<file path="src/rtl/demod_sched_pkg.sv">
// rtl/demod_sched_pkg.sv - shared types, default constants and helpers for the demod segment scheduler
package demod_sched_pkg;

  typedef enum logic [1:0] {
    IDLE = 2'd0,
    RUN  = 2'd1,
    GAP  = 2'd2
  } sched_state_e;

  localparam int NUM_REQ_D  = 4;
  localparam int DATA_W_D   = 32;
  localparam int PIPE_LAT_D = 3;
  localparam int MAX_REQ    = 8;

  // One-hot vector wide enough for the largest supported requester count.
  function automatic logic [MAX_REQ-1:0] onehot(input logic [2:0] idx);
    onehot = 8'(1) << idx;
  endfunction

endpackage

</file>
<file path="src/rtl/demod_segment_scheduler_rr_pick.sv">
// rtl/demod_segment_scheduler_rr_pick.sv - combinational round-robin priority picker
module rr_pick #(
  parameter int NUM_REQ = 4,
  parameter int IDX_W   = (NUM_REQ > 1) ? $clog2(NUM_REQ) : 1
) (
  input  logic [NUM_REQ-1:0] req_i,
  input  logic [IDX_W-1:0]   rr_ptr_i,
  output logic [IDX_W-1:0]   idx_o,
  output logic               any_o
);

  int         pos;
  logic [IDX_W-1:0] pos_w;

  // Walk from rr_ptr upward with wrap; the first set bit seen wins.
  always_comb begin
    idx_o = '0;
    any_o = 1'b0;
    pos   = 0;
    pos_w = '0;
    for (int k = 0; k < NUM_REQ; k++) begin
      pos = int'(rr_ptr_i) + k;
      if (pos >= NUM_REQ) pos = pos - NUM_REQ;
      pos_w = IDX_W'(pos);
      if (!any_o && req_i[pos_w]) begin
        any_o = 1'b1;
        idx_o = pos_w;
      end
    end
  end

endmodule

</file>
<file path="src/rtl/demod_segment_scheduler.sv">
// rtl/demod_segment_scheduler.sv - round-robin owner of the shared demodulation segment; watchdog under DEMOD_SCHED_TIMEOUT_EN
module demod_segment_scheduler
  import demod_sched_pkg::*;
#(
  parameter int NUM_REQ     = NUM_REQ_D,
  parameter int DATA_W      = DATA_W_D,
  parameter int PIPE_LAT    = PIPE_LAT_D,
  parameter int TIMEOUT_CYC = 16
) (
  input  logic                      clk,
  input  logic                      reset,
  input  logic [NUM_REQ-1:0]        req,
  input  logic [NUM_REQ*DATA_W-1:0] req_data,
  output logic [NUM_REQ-1:0]        grant,
  output logic [NUM_REQ-1:0]        done,
  output logic                      pipe_start,
  output logic [DATA_W-1:0]         pipe_data,
  input  logic                      pipe_valid,
  output logic                      busy,
  output logic [NUM_REQ-1:0]        err
);

  localparam int IDX_W = (NUM_REQ > 1) ? $clog2(NUM_REQ) : 1;

  // Reject unsupported configurations at elaboration time.
  if (NUM_REQ < 2 || NUM_REQ > MAX_REQ || PIPE_LAT < 1 || TIMEOUT_CYC < 1) begin : g_bad_cfg
    $error("demod_segment_scheduler: unsupported parameter set");
  end

  sched_state_e        state_q, state_d;
  logic [IDX_W-1:0]    rr_ptr_q, rr_ptr_d;
  logic [IDX_W-1:0]    owner_q, owner_d;
  logic [NUM_REQ-1:0]  grant_q, grant_d;
  logic [NUM_REQ-1:0]  done_q, done_d;
  logic                pipe_start_q, pipe_start_d;
  logic [DATA_W-1:0]   pipe_data_q, pipe_data_d;

  logic [IDX_W-1:0]    pick_idx;
  logic                pick_any;
  logic [MAX_REQ-1:0]  pick_oh;
  logic [IDX_W-1:0]    owner_next;
  logic [DATA_W-1:0]   words [NUM_REQ];

  for (genvar i = 0; i < NUM_REQ; i++) begin : g_words
    assign words[i] = req_data[i*DATA_W +: DATA_W];
  end

  rr_pick #(
    .NUM_REQ (NUM_REQ),
    .IDX_W   (IDX_W)
  ) u_pick (
    .req_i    (req),
    .rr_ptr_i (rr_ptr_q),
    .idx_o    (pick_idx),
    .any_o    (pick_any)
  );

  assign pick_oh    = onehot(3'(pick_idx));
  assign owner_next = (owner_q == IDX_W'(NUM_REQ - 1)) ? '0 : owner_q + IDX_W'(1);

`ifdef DEMOD_SCHED_TIMEOUT_EN
  localparam int WD_W = $clog2(TIMEOUT_CYC + 1);
  logic [WD_W-1:0]     wd_q, wd_d;
  logic [NUM_REQ-1:0]  err_q, err_d;
  assign err = err_q;
`else
  assign err = '0;
`endif

  // State and registered outputs; reset aborts any transaction without a done.
  always_ff @(posedge clk) begin
    if (reset) begin
      state_q      <= IDLE;
      rr_ptr_q     <= '0;
      owner_q      <= '0;
      grant_q      <= '0;
      done_q       <= '0;
      pipe_start_q <= 1'b0;
      pipe_data_q  <= '0;
`ifdef DEMOD_SCHED_TIMEOUT_EN
      wd_q         <= '0;
      err_q        <= '0;
`endif
    end else begin
      state_q      <= state_d;
      rr_ptr_q     <= rr_ptr_d;
      owner_q      <= owner_d;
      grant_q      <= grant_d;
      done_q       <= done_d;
      pipe_start_q <= pipe_start_d;
      pipe_data_q  <= pipe_data_d;
`ifdef DEMOD_SCHED_TIMEOUT_EN
      wd_q         <= wd_d;
      err_q        <= err_d;
`endif
    end
  end

  // Next-state: grant from IDLE, wait for valid in RUN, one clearing cycle in GAP.
  always_comb begin
    state_d      = state_q;
    rr_ptr_d     = rr_ptr_q;
    owner_d      = owner_q;
    grant_d      = grant_q;
    done_d       = '0;
    pipe_start_d = pipe_start_q;
    pipe_data_d  = pipe_data_q;
`ifdef DEMOD_SCHED_TIMEOUT_EN
    wd_d         = wd_q;
    err_d        = '0;
`endif
    case (state_q)
      IDLE: begin
        if (pick_any) begin
          owner_d      = pick_idx;
          grant_d      = pick_oh[NUM_REQ-1:0];
          pipe_data_d  = words[pick_idx];
          pipe_start_d = 1'b1;
          state_d      = RUN;
`ifdef DEMOD_SCHED_TIMEOUT_EN
          wd_d         = '0;
`endif
        end
      end
      RUN: begin
        if (pipe_valid) begin
          done_d       = grant_q;
          grant_d      = '0;
          pipe_start_d = 1'b0;
          rr_ptr_d     = owner_next;
          state_d      = GAP;
        end
`ifdef DEMOD_SCHED_TIMEOUT_EN
        else if (wd_q == WD_W'(TIMEOUT_CYC - 1)) begin
          err_d        = grant_q;
          grant_d      = '0;
          pipe_start_d = 1'b0;
          rr_ptr_d     = owner_next;
          state_d      = GAP;
        end else begin
          wd_d         = wd_q + WD_W'(1);
        end
`endif
      end
      GAP: begin
        state_d = IDLE;
      end
      default: begin
        state_d = IDLE;
      end
    endcase
  end

  assign grant      = grant_q;
  assign done       = done_q;
  assign pipe_start = pipe_start_q;
  assign pipe_data  = pipe_data_q;
  assign busy       = (state_q != IDLE);

endmodule

</file>
<file path="config.mk">
export PLATFORM = sky130hd
export DESIGN_NAME = demod_segment_scheduler
export DESIGN_NICKNAME = d
export VERILOG_FILES = /design/src/rtl/demod_sched_pkg.sv /design/src/rtl/demod_segment_scheduler_rr_pick.sv /design/src/rtl/demod_segment_scheduler.sv
export SDC_FILE = /design/constraint.sdc
export NUM_CORES = 1
export LEC_CHECK = 0
export BUFFER_PORTS_ARGS = -buffer_cell sky130_fd_sc_hd__buf_2
export CORE_ASPECT_RATIO = 2
export CORE_MARGIN = 10
export CORE_UTILIZATION = 44
export CTS_CLUSTER_SIZE = 8
export DETAILED_ROUTE_END_ITERATION = 6
export PLACE_DENSITY = 0.92
export SKIP_LAST_GASP = 1
export SYNTH_ARGS = -nofsm -noshare
export SYNTH_HDL_FRONTEND = slang
export SYNTH_SLANG_ARGS = --single-unit
</file>
<file path="constraint.sdc">
create_clock -name clk -period 1.8 [get_ports clk]
set_input_delay 0.18 -clock clk [delete_from_list [all_inputs] [get_ports clk]]
set_output_delay 0.18 -clock clk [all_outputs]
set_load 0.05 [all_outputs]
</file>
==> impl_metrics.tcl <==
set metrics [dict create \
    vdd_drop_max_uv 677 \
    first_global_vias 3699 \
    finalSetupTns_ps 0 \
    port_buffers 176 \
    design.final.nets 662 \
    synthesis.area_per_instance_sq_um 8.28 \
    floorplan.die.height_um 136 \
    insertedDiodeCount 0 \
    synth-seq-area-share 0.317 \
    post_synth_inst_count 358 \
    use_met2 0.394 \
    maxSlewViolCount 0 \
    synth.area.top_cells "dfxtp_1, a221oi_1, a21o_1" \
    grt_total_ovfl 0 \
    cts_root_buf "clkbuf_16" \
    gr_layer_usage_met3 0.0582 \
    path_clk_slew_ps 60 \
    multi_input_comb_area_sq_mm 0.00177 \
    layout_worst_path_cycle_share 0.949 \
    wire_length_of_the_first_global_routing_pass_mm 18.2 \
    synth_warnings 0 \
    ys_seq_elements 47 \
    worst_hold_slack_ps 109 \
    grt_antenna_before_repair 0 \
    tritoncts_clock_tree "yes" \
    grt_start_max_net_pins 28 \
    cts.repair_timing.setup_buffer_count 0 \
    finalSetupViolCount 0 \
    syn-cell-area_sq_mm 0.00297 \
    drc_violations 0 \
    worstHoldPathType "in -> reg" \
    drv_cap 0 \
    cts_num_sinks 47 \
    vias 3604 \
    run_status "finished clean" \
    ys_types 46 \
    setup_slack_ps 91.9 \
    internal_power_mw 2.15 \
    layout-area-overhead-vs-synth_pct 40.9 \
    power.share.sequential 0.350 \
    power.density_mw_per_mm2 828 \
    clk_latency_ps 280 \
    number_of_standard_cell_rows_in_the_floorplan 42 \
    grt_use_total 0.209 \
    power.combinational.fraction 0.403 \
    placedInstanceArea_sq_mm 0.00404 \
    gp_congestion 0.851 \
    finalInstanceArea_sq_mm 0.00418 \
    switching_power_mw 1.31 \
    layout.cells.most_common_list "buf_2, dfxtp_1, nand3_1" \
    synthArstFlopShare 0 \
    h_tree_depth_reported_by_cts 2 \
    dp_worst_setup_slack_ps 23.1 \
    max-clock-path-buffers 2 \
    critPathKind "reg -> reg" \
    fmax_mhz 585 \
    totalWireLength_mm 11.9 \
    clock_power_share 0.247 \
    rsz0062_at_grt "false" \
    synth_area_leader_cell "dfxtp_1" \
    global_route.usage.met1 0.192 \
    viasPerCell 5.88 \
    worst_slew_pin_slew_ps 532 \
    dp_hpwl_mm 9.55 \
    floorplan.die_area_sq_mm 0.0106 \
    finalWorstPathRequiredPeriod_ps 1710 \
    synth-edff-count 0 \
    worst-endpoint-arrival_ps 1860 \
    final_hold_viols 0 \
    nFillCells 539 \
    die-width_um 78.1 \
    timing.critical_path.required_ps 1950 \
    report.power.total_mw 3.46 \
    path_max_fanout 27 \
    routedWlPerCell_um 19.4 \
    antenna_violating_nets_post_route 0 \
    core-area_sq_mm 0.00657 \
    start_util 0.451 \
    cp-end-kind "register" \
    layout_commonest_cell "buf_2" \
    dr.first_iter.drc_count 212 \
    netSwitchingFraction 0.379 \
    critPathLaunchType "register" \
    grt.busiest_layer "met2" \
    postSynth.topFlopCell "dfxtp_1" \
    layout.area.seq_sq_um 945 \
    final_layout_size_suffix_gt1_frac 0.444 \
    worst_slew_margin_rel 0.644 \
    top_level_port_count 181 \
    number_of_buffers_added_by_the_clock_tree_synthesis_step 5 \
    iteration_count_of_the_initial_detailed_routing_pass 5 \
    total_leakage_power_nw 1.96 \
    final.setup_skew_ps 3.06 \
    yosysTopAreaCellShare 0.317 \
]
flip-flops by register name, summed over array words and instances (netlist names):
register,cells
done,4
grant,4
owner_q,2
pipe_data,32
pipe_start,1
rr_ptr_q,2
state_q,2
logic make-up after synthesis:
kind of cell | share of synthesized area
AOI/OAI and AO/OA | 0.399
and+or+nand+nor | 0.172
buffers and inverters | 0.0958
DFF | 0.317
muxes | 0.0101
adders and majority gates | 0.00422
other | 0.00126
Yosys cell counts, types with 6 or more instances:
library cell / n
buf_4: 9
o21ai_1: 13
a211oi_2: 14
nand3_1: 40
a21oi_1: 12
o21ai_0: 19
dfxtp_1: 47
buf_2: 21
nand2_1: 8
a221oi_1: 28
buf_6: 6
nor2_1: 36
a211oi_1: 15
a21o_1: 32
final timing paths:
path / slack, ps / to / start / cells past startpoint
hold reg to reg: 450 / state_q[0] / state_q[1] / 1
setup / recovery: 90 / pipe_data[2] / rr_ptr_q[0] / 6
setup reg to reg: 90 / pipe_data[2] / rr_ptr_q[0] / 6
hold / removal: 110 / state_q[0] / pipe_valid / 2
repair_timing:
| item | 4_1_cts | 5_1_grt |
|---|---|---|
| resized for setup | 1 | 2 |
| setup endpoints to repair | 2 | 3 |
| gates cloned | 0 | 0 |
| pin swaps | 0 | 1 |
| hold buffers | 0 | 0 |
metrics by stage:
| stage | std cells | utilization |
|---|---|---|
| 3_3_place_gp | 607 | 0.615 |
| 4_1_cts | 613 | 0.635 |
| 3_5_place_dp | 607 | 0.615 |
| 6_report | 613 | 0.636 |
| 2_1_floorplan | 361 | - |
| 5_1_grt | 613 | 0.636 |
power by group through the flow:
stage	registers [mW]	logic, mW	clock network, mW
6_report	1.21	1.39	0.855
5_1_grt	1.22	1.49	0.911
4_1_cts	1.21	1.39	0.876
3_5_place_dp	1.23	1.39	0
3_3_place_gp	1.23	1.36	0
2_1_floorplan	1.57	0.601	0
routing by layer:
| layer | routed length (um) | share of wire |
|---|---|---|
| met4 | 527 | 0.044 |
| met1 | 3960 | 0.33 |
| met3 | 969 | 0.082 |
| met5 | 0 | 0 |
| met2 | 6420 | 0.54 |
worst max-delay path: stages (launching register included):
cell and delay (ps):
dfxtp_1 330, and2b_4 290, o22a_1 140, o22ai_2 100
buf_12 180, a221oi_1 410, a211oi_2 130
cell type report:
cell class	count	area share
Clock buffer	6	0.0308
Inverter	3	0.00270
Multi-Input combinational cell	267	0.423
Sequential cell	47	0.226
Timing Repair Buffer	202	0.291
Tap cell	88	0.0264
Note: power is estimated with default switching activity, not from simulation.
